===== src/rtl/hazard_controller.sv =====
// hazard_controller: pipeline stall/flush sequencing for load-use, taken branches and multi-cycle MDU ops
module hazard_controller #(
    parameter int TIMEOUT = 64,
    parameter int CNT_W   = 32
) (
    input  logic             clk,
    input  logic             rst,
    input  logic [4:0]       RS1_2,
    input  logic [4:0]       RS2_2,
    input  logic             Use_RS1_2,
    input  logic             Use_RS2_2,
    input  logic [4:0]       RD_3,
    input  logic             Mem_Read_3,
    input  logic             MDU_Op_3,
    input  logic             Branch_Taken_3,
    input  logic             MDU_Done,
    output logic             MDU_Start,
    output logic             Stall_PC,
    output logic             Stall_IFID,
    output logic             Stall_IDEX,
    output logic             Flush_IFID,
    output logic             Flush_IDEX,
    output logic             Flush_EXMEM,
    output logic             MDU_Error,
    output logic [CNT_W-1:0] Stall_Count,
    output logic [CNT_W-1:0] Flush_Count
);
    localparam int TW = $clog2(TIMEOUT);
    localparam logic [TW-1:0] T_LAST = TW'(TIMEOUT - 1);
    typedef enum logic {RUN, MDU_BUSY} state_t;
    state_t           state;
    logic [TW-1:0]    timer;
    logic             err;
    logic [CNT_W-1:0] stall_cnt, flush_cnt;
    logic             load_use, timeout, hold, br, mdu, lu;
    // Priority decode: branch kills ID, then MDU launch, then load-use bubble; busy holds until done or watchdog
    always_comb begin
        load_use = Mem_Read_3 && RD_3 != 5'd0 &&
                   ((Use_RS1_2 && RS1_2 == RD_3) || (Use_RS2_2 && RS2_2 == RD_3));
        timeout  = timer == T_LAST;
        hold     = state == MDU_BUSY && !MDU_Done && !timeout;
        br       = state == RUN && Branch_Taken_3;
        mdu      = state == RUN && !Branch_Taken_3 && MDU_Op_3;
        lu       = state == RUN && !Branch_Taken_3 && !MDU_Op_3 && load_use;
    end
    assign MDU_Start   = !rst && mdu;
    assign Stall_PC    = !rst && (mdu || lu || hold);
    assign Stall_IFID  = !rst && (mdu || lu || hold);
    assign Stall_IDEX  = !rst && (mdu || hold);
    assign Flush_IFID  = !rst && br;
    assign Flush_IDEX  = !rst && (br || lu);
    assign Flush_EXMEM = !rst && (mdu || hold);
    assign MDU_Error   = !rst && err;
    assign Stall_Count = rst ? '0 : stall_cnt;
    assign Flush_Count = rst ? '0 : flush_cnt;
    // FSM, watchdog timer, sticky error and saturating counters
    always_ff @(posedge clk) begin
        if (rst) begin
            state     <= RUN;
            timer     <= '0;
            err       <= 1'b0;
            stall_cnt <= '0;
            flush_cnt <= '0;
        end else begin
            if (mdu) begin
                state <= MDU_BUSY;
                timer <= '0;
            end else if (state == MDU_BUSY) begin
                if (MDU_Done || timeout) state <= RUN;
                if (timeout && !MDU_Done) err <= 1'b1;
                timer <= timer + 1'b1;
            end
            if ((mdu || lu || hold) && stall_cnt != '1) stall_cnt <= stall_cnt + 1'b1;
            if (br && flush_cnt != '1) flush_cnt <= flush_cnt + 1'b1;
        end
    end
endmodule

===== config.mk =====
export PLATFORM = sky130hd
export DESIGN_NAME = hazard_controller
export DESIGN_NICKNAME = d
export VERILOG_FILES = /design/src/rtl/hazard_controller.sv
export SDC_FILE = /design/constraint.sdc
export NUM_CORES = 1
export LEC_CHECK = 0
export ABC_AREA = 1
export BUFFER_PORTS_ARGS = -buffer_cell sky130_fd_sc_hd__buf_4
export CAP_MARGIN = 20
export CORE_ASPECT_RATIO = 1.2
export CORE_UTILIZATION = 57
export CTS_CLUSTER_DIAMETER = 150
export DETAILED_ROUTE_END_ITERATION = 10
export PLACE_DENSITY = 0.81
export SYNTH_ARGS = -nofsm -noshare
export SYNTH_HDL_FRONTEND = slang
export SYNTH_SLANG_ARGS = --single-unit
export TNS_END_PERCENT = 100

===== constraint.sdc =====
create_clock -name clk -period 2 [get_ports clk]
set_input_delay 0 -clock clk [delete_from_list [all_inputs] [get_ports clk]]
set_output_delay 0 -clock clk [all_outputs]
set_load 0.02 [all_outputs]

# After elaboration in Yosys (flattened, before gate mapping)
# Cells that the tools add are included.
# totals
reg_bits,72
latchBits,0
ram_bits,0
rom_bits,0
out_inout_bits,72
wordCells,54
memories,0
# op_classes
addsub,3
mul,0
div,0
order_cmp,0
eq_ne,5
n_shift,0
mux,5
bitwise,2
reduce_logical,34
# op_table
operator,count
adder 32 x 1 -> 32 bit (second input constant),2
two-way mux 32 bit,2
!= test 32 bit (second input constant),2
logical AND 1 bit,20
equality test 5 bit,2
adder 6 x 1 -> 6 bit (second input constant),1
equality test 6 bit (second input constant),1
logical OR 1 bit,6
logical NOT 1 bit,5
nonzero test 5 bit,1
two-way mux 1 bit,3
AND reduction 3 bit,1
NOT 1 bit,2
OR reduction 2 bit,1

# Depth between registers and ports, before layout
# depth
depth_word,8
ltp_mapped,12

# Least setup slack after synthesis
# Ideal clock, no wire load.
# synth_path
kind,register to register
startpoint,register flush_cnt[0]
endpoint,register flush_cnt[11]
arrival_time_ns,1.529
t_required_ns,1.868
setup_slack_ns,0.339
path_stages_with_launch,12
cell_sequence,dfxtp_1 > ha_1 > nand2_1 > nor2_2 > nand2_2 > nor2_4 > nand3_2 > nand2_4 > inv_2 > buf_2 > nand2_1 > a21oi_1
# synth_via
elab_chain_cells,2
elab_cells_between_ends,3
cone_classes,add/sub: 1; eq/ne: 1; reduce/logical: 1
# synth_rtl
item,line,rtl
from (decl),34,"logic [CNT_W-1:0] stall_cnt, flush_cnt;"
from (signal assigned),74,if (br && flush_cnt != '1) flush_cnt <= flush_cnt + 1'b1;
"parallel branches: the longest is 2 deep, another holds adder 32 x 1 -> 32 bit",n/a,
# Several ways; the timed one is not identified.
# A chain may end at the register's enable or synchronous reset.

# Final worst setup path
# layout_path
startpoint,register flush_cnt[0]
endpoint,register flush_cnt[5]
# The elaborated chain is that of the path after synthesis.

==> results.sh <==
export IMPL_outcome="complete, no violations"
export IMPL_syn_inst=899
export IMPL_tns_ns=0
export IMPL_syn_cell_area_mm2=0.00516
export IMPL_fmax_ghz=0.547
export IMPL_synth_top_family_by_area="simple AND/OR/NAND/NOR gates"
export IMPL_post_cts_setup_buffers=0
export IMPL_required_ns=2.28
export IMPL_clockRootBuffer="clkbuf_8"
export IMPL_cap_viol_max_count=0
export IMPL_cp_max_fo=16
export IMPL_ys_ff_latch=72
export IMPL_post_dp_hpwl_um=11300
export IMPL_reg2reg_slack_ns=0.17
export IMPL_via_count=5766
export IMPL_final_common_cell="nand2_1"
export IMPL_setup_violations=0
export IMPL_p_per_area_mw_per_mm2=452
export IMPL_cts_tree="yes"
export IMPL_synth_compound_area_frac=0.0791
export IMPL_synthMuxAreaShare=0
export IMPL_cp_common_cell="nand2_1"
export IMPL_drc_errors=0
export IMPL_endpoint_kind="register"
export IMPL_wl_um=14600
export IMPL_avgRoutedWirePerCell_um=13.1
export IMPL_clk_path_buf_depth=2
export IMPL_max_stage_delay_ns=0.36
export IMPL_rsz0062_at_grt="no"
export IMPL_fin_crit_ns=1.83
export IMPL_nNetsFinal=1019
export IMPL_die_y_um=106
export IMPL_first_pass_iters=6
export IMPL_cts_buffers=9
export IMPL_arrival_ns=2.11
export IMPL_grt_pass1_wl_um=23300
export IMPL_path_class="register to register"
export IMPL_core_mm2=0.00866
export IMPL_hold_viol_final=0
export IMPL_worstPathCellList="ha_1 > nand2_1 > nor2_2 > nand2_2 > nor2_4 > nand3_2 > nand2_4 > buf_6 > nand2_1 > a21oi_1"
export IMPL_layout_drive_gt1_share=0.169
export IMPL_finalCritPeriodShare=0.914
export IMPL_dp_worst_setup_slack_ns=0.0847
export IMPL_syn_nets=925
export IMPL_antenna_found_initial=0
export IMPL_grt_max_degree=63
export IMPL_grt_overflow_total=0
export IMPL_worst_pin_slew_ns=0.424
export IMPL_leakagePower_nw=2.53
export IMPL_syn2layout_area_growth_pct=20.4
export IMPL_synthAdderAreaFrac=0.00728
export IMPL_vias_per_cell=5.18
export IMPL_h_tree_depth=3
export IMPL_antenna_cells=0
export IMPL_ys_types=27
export IMPL_rows=37
export IMPL_critPathLaunchType="register"
export IMPL_yosys_warnings=0
export IMPL_relSlewSlack=0.715
export IMPL_path_clk_slew_ns=0.07
export IMPL_worst_slack_ns=0.172
export IMPL_initialDrtViolationCount=259
export IMPL_track_usage=0.320
export IMPL_cp_slowest_cell="dfxtp_1"
export IMPL_syn_avg_cell_area_um2=5.74
export IMPL_final_cell_mix="nand2_1 (288), nor2_1 (172), buf_4 (110)"
export IMPL_synthXorXnorAreaFrac=0.0509
export IMPL_grt_pass1_vias=5313
export IMPL_io_pin_count=95
export IMPL_die_area_mm2=0.00943
export IMPL_drv_slew=0
export IMPL_die_x_um=88.8
export IMPL_place_congestion=0.968
export IMPL_cts_sinks=72
export IMPL_initial_utilization=0.596
export IMPL_ir_worst_vdd_uv=324
export IMPL_clk_latency_ns=0.36
export IMPL_ys_seq_area_frac=0.279
export IMPL_detail_route_antenna_nets=0
export IMPL_port_buffers=94
export IMPL_synth_simple_area_share=0.471
export IMPL_worstHoldPathType="input port to register"
export IMPL_skew_ns=0.0132
## kinds of logic after synthesis
family | count (synthesis)
simple gates | 582
buf+inv | 139
compound gates | 73
flops | 72
xor+xnor | 30
fa+ha+maj | 3
## metrics by stage
| stage | area [um^2] | std cells | total power, mW | utilization | hold slack, ns |
|---|---|---|---|---|---|
| floorplan | 5160 | 899 | 1.68 | - | 0.175 |
| global placement | 6000 | 1098 | 1.77 | 0.694 | 0.313 |
| detailed placement | 6000 | 1098 | 1.77 | 0.694 | 0.319 |
| CTS | 6190 | 1114 | 2.81 | 0.715 | 0.0203 |
| global route | 6210 | 1114 | 2.91 | 0.717 | 0.0479 |
| finish | 6210 | 1114 | 2.80 | 0.717 | 0.0337 |
## sequential cells by signal, summed over array words and instances (netlist names)
register,count
err,1
state,1
stall_cnt,32
flush_cnt,32
timer,6
## metal layers
layer	part of all wire	global-route usage	vias up	routed length, um
met5	0	0	-	0
met4	0.055	0.217	0	809
met3	0.034	0.0357	58	500
met2	0.51	0.571	160	7490
met1	0.40	0.346	2590	5800
li1	-	-	2958	-
## synthesized netlist by cell type
master    count  area share
inv_2         3      0.0022
nand2_1     288        0.21
clkbuf_1     18       0.013
inv_1       105       0.076
nand3_4       1      0.0034
buf_6         6       0.013
nand2_2      13       0.016
dfxtp_1      72        0.28
buf_2         3      0.0029
nor3_1       15       0.015
ha_1          3      0.0073
nand3_2       2      0.0039
buf_4         2      0.0029
nor3_2        2      0.0039
nor3b_1       2      0.0029
a21oi_1      54       0.052
nand4_1       7      0.0085
nand3_1      72       0.070
xor2_1       30       0.051
nor2_2        4      0.0049
nand2_4       2      0.0044
o21ai_0       7      0.0068
nor2_4        2      0.0044
nor2_1      172        0.13
a21oi_2      10       0.017
o21a_1        2      0.0029
buf_1         2      0.0015
## path summary, 6_finish.rpt
path / startpoint / end / cells after the start
max reg2reg: flush_cnt[0] / flush_cnt[5] / 10
min reg2reg: err / err / 2
max: flush_cnt[0] / flush_cnt[5] / 10
min: rst / state / 2
## what timing repair did
item,in CTS,in global routing
endpoints found under the setup margin,0,56
hold endpoints to repair,1,0
resized for setup,0,7
hold buffers,1,0
## critical path: cells and delay by family (launching register included)
kind	cells	cell delay, ns
AOI/OAI and AO/OA	1	0.15
buffers and inverters	1	0.20
and+or+nand+nor	7	0.85
DFF	1	0.36
adders and majority gates	1	0.19
## power by group
part           switching [mW]  total (mW)  internal [mW]  leakage [nW]
clock network           0.548        1.06          0.508        0.0882
logic                   0.193       0.295          0.103          1.86
registers              0.0111        1.45           1.44         0.581
## layout make-up
| class | instances | area (um^2) |
|---|---|---|
| clock inverters | 3 | 17.5 |
| repair buffers | 114 | 887 |
| flip-flops and latches | 72 | 1440 |
| well taps | 117 | 146 |
| fillers | 831 | 2450 |
| clock buffers | 12 | 155 |
| inverters | 108 | 408 |
| multi-input cells | 688 | 3150 |
Note: power is estimated with default switching activity, not from simulation.
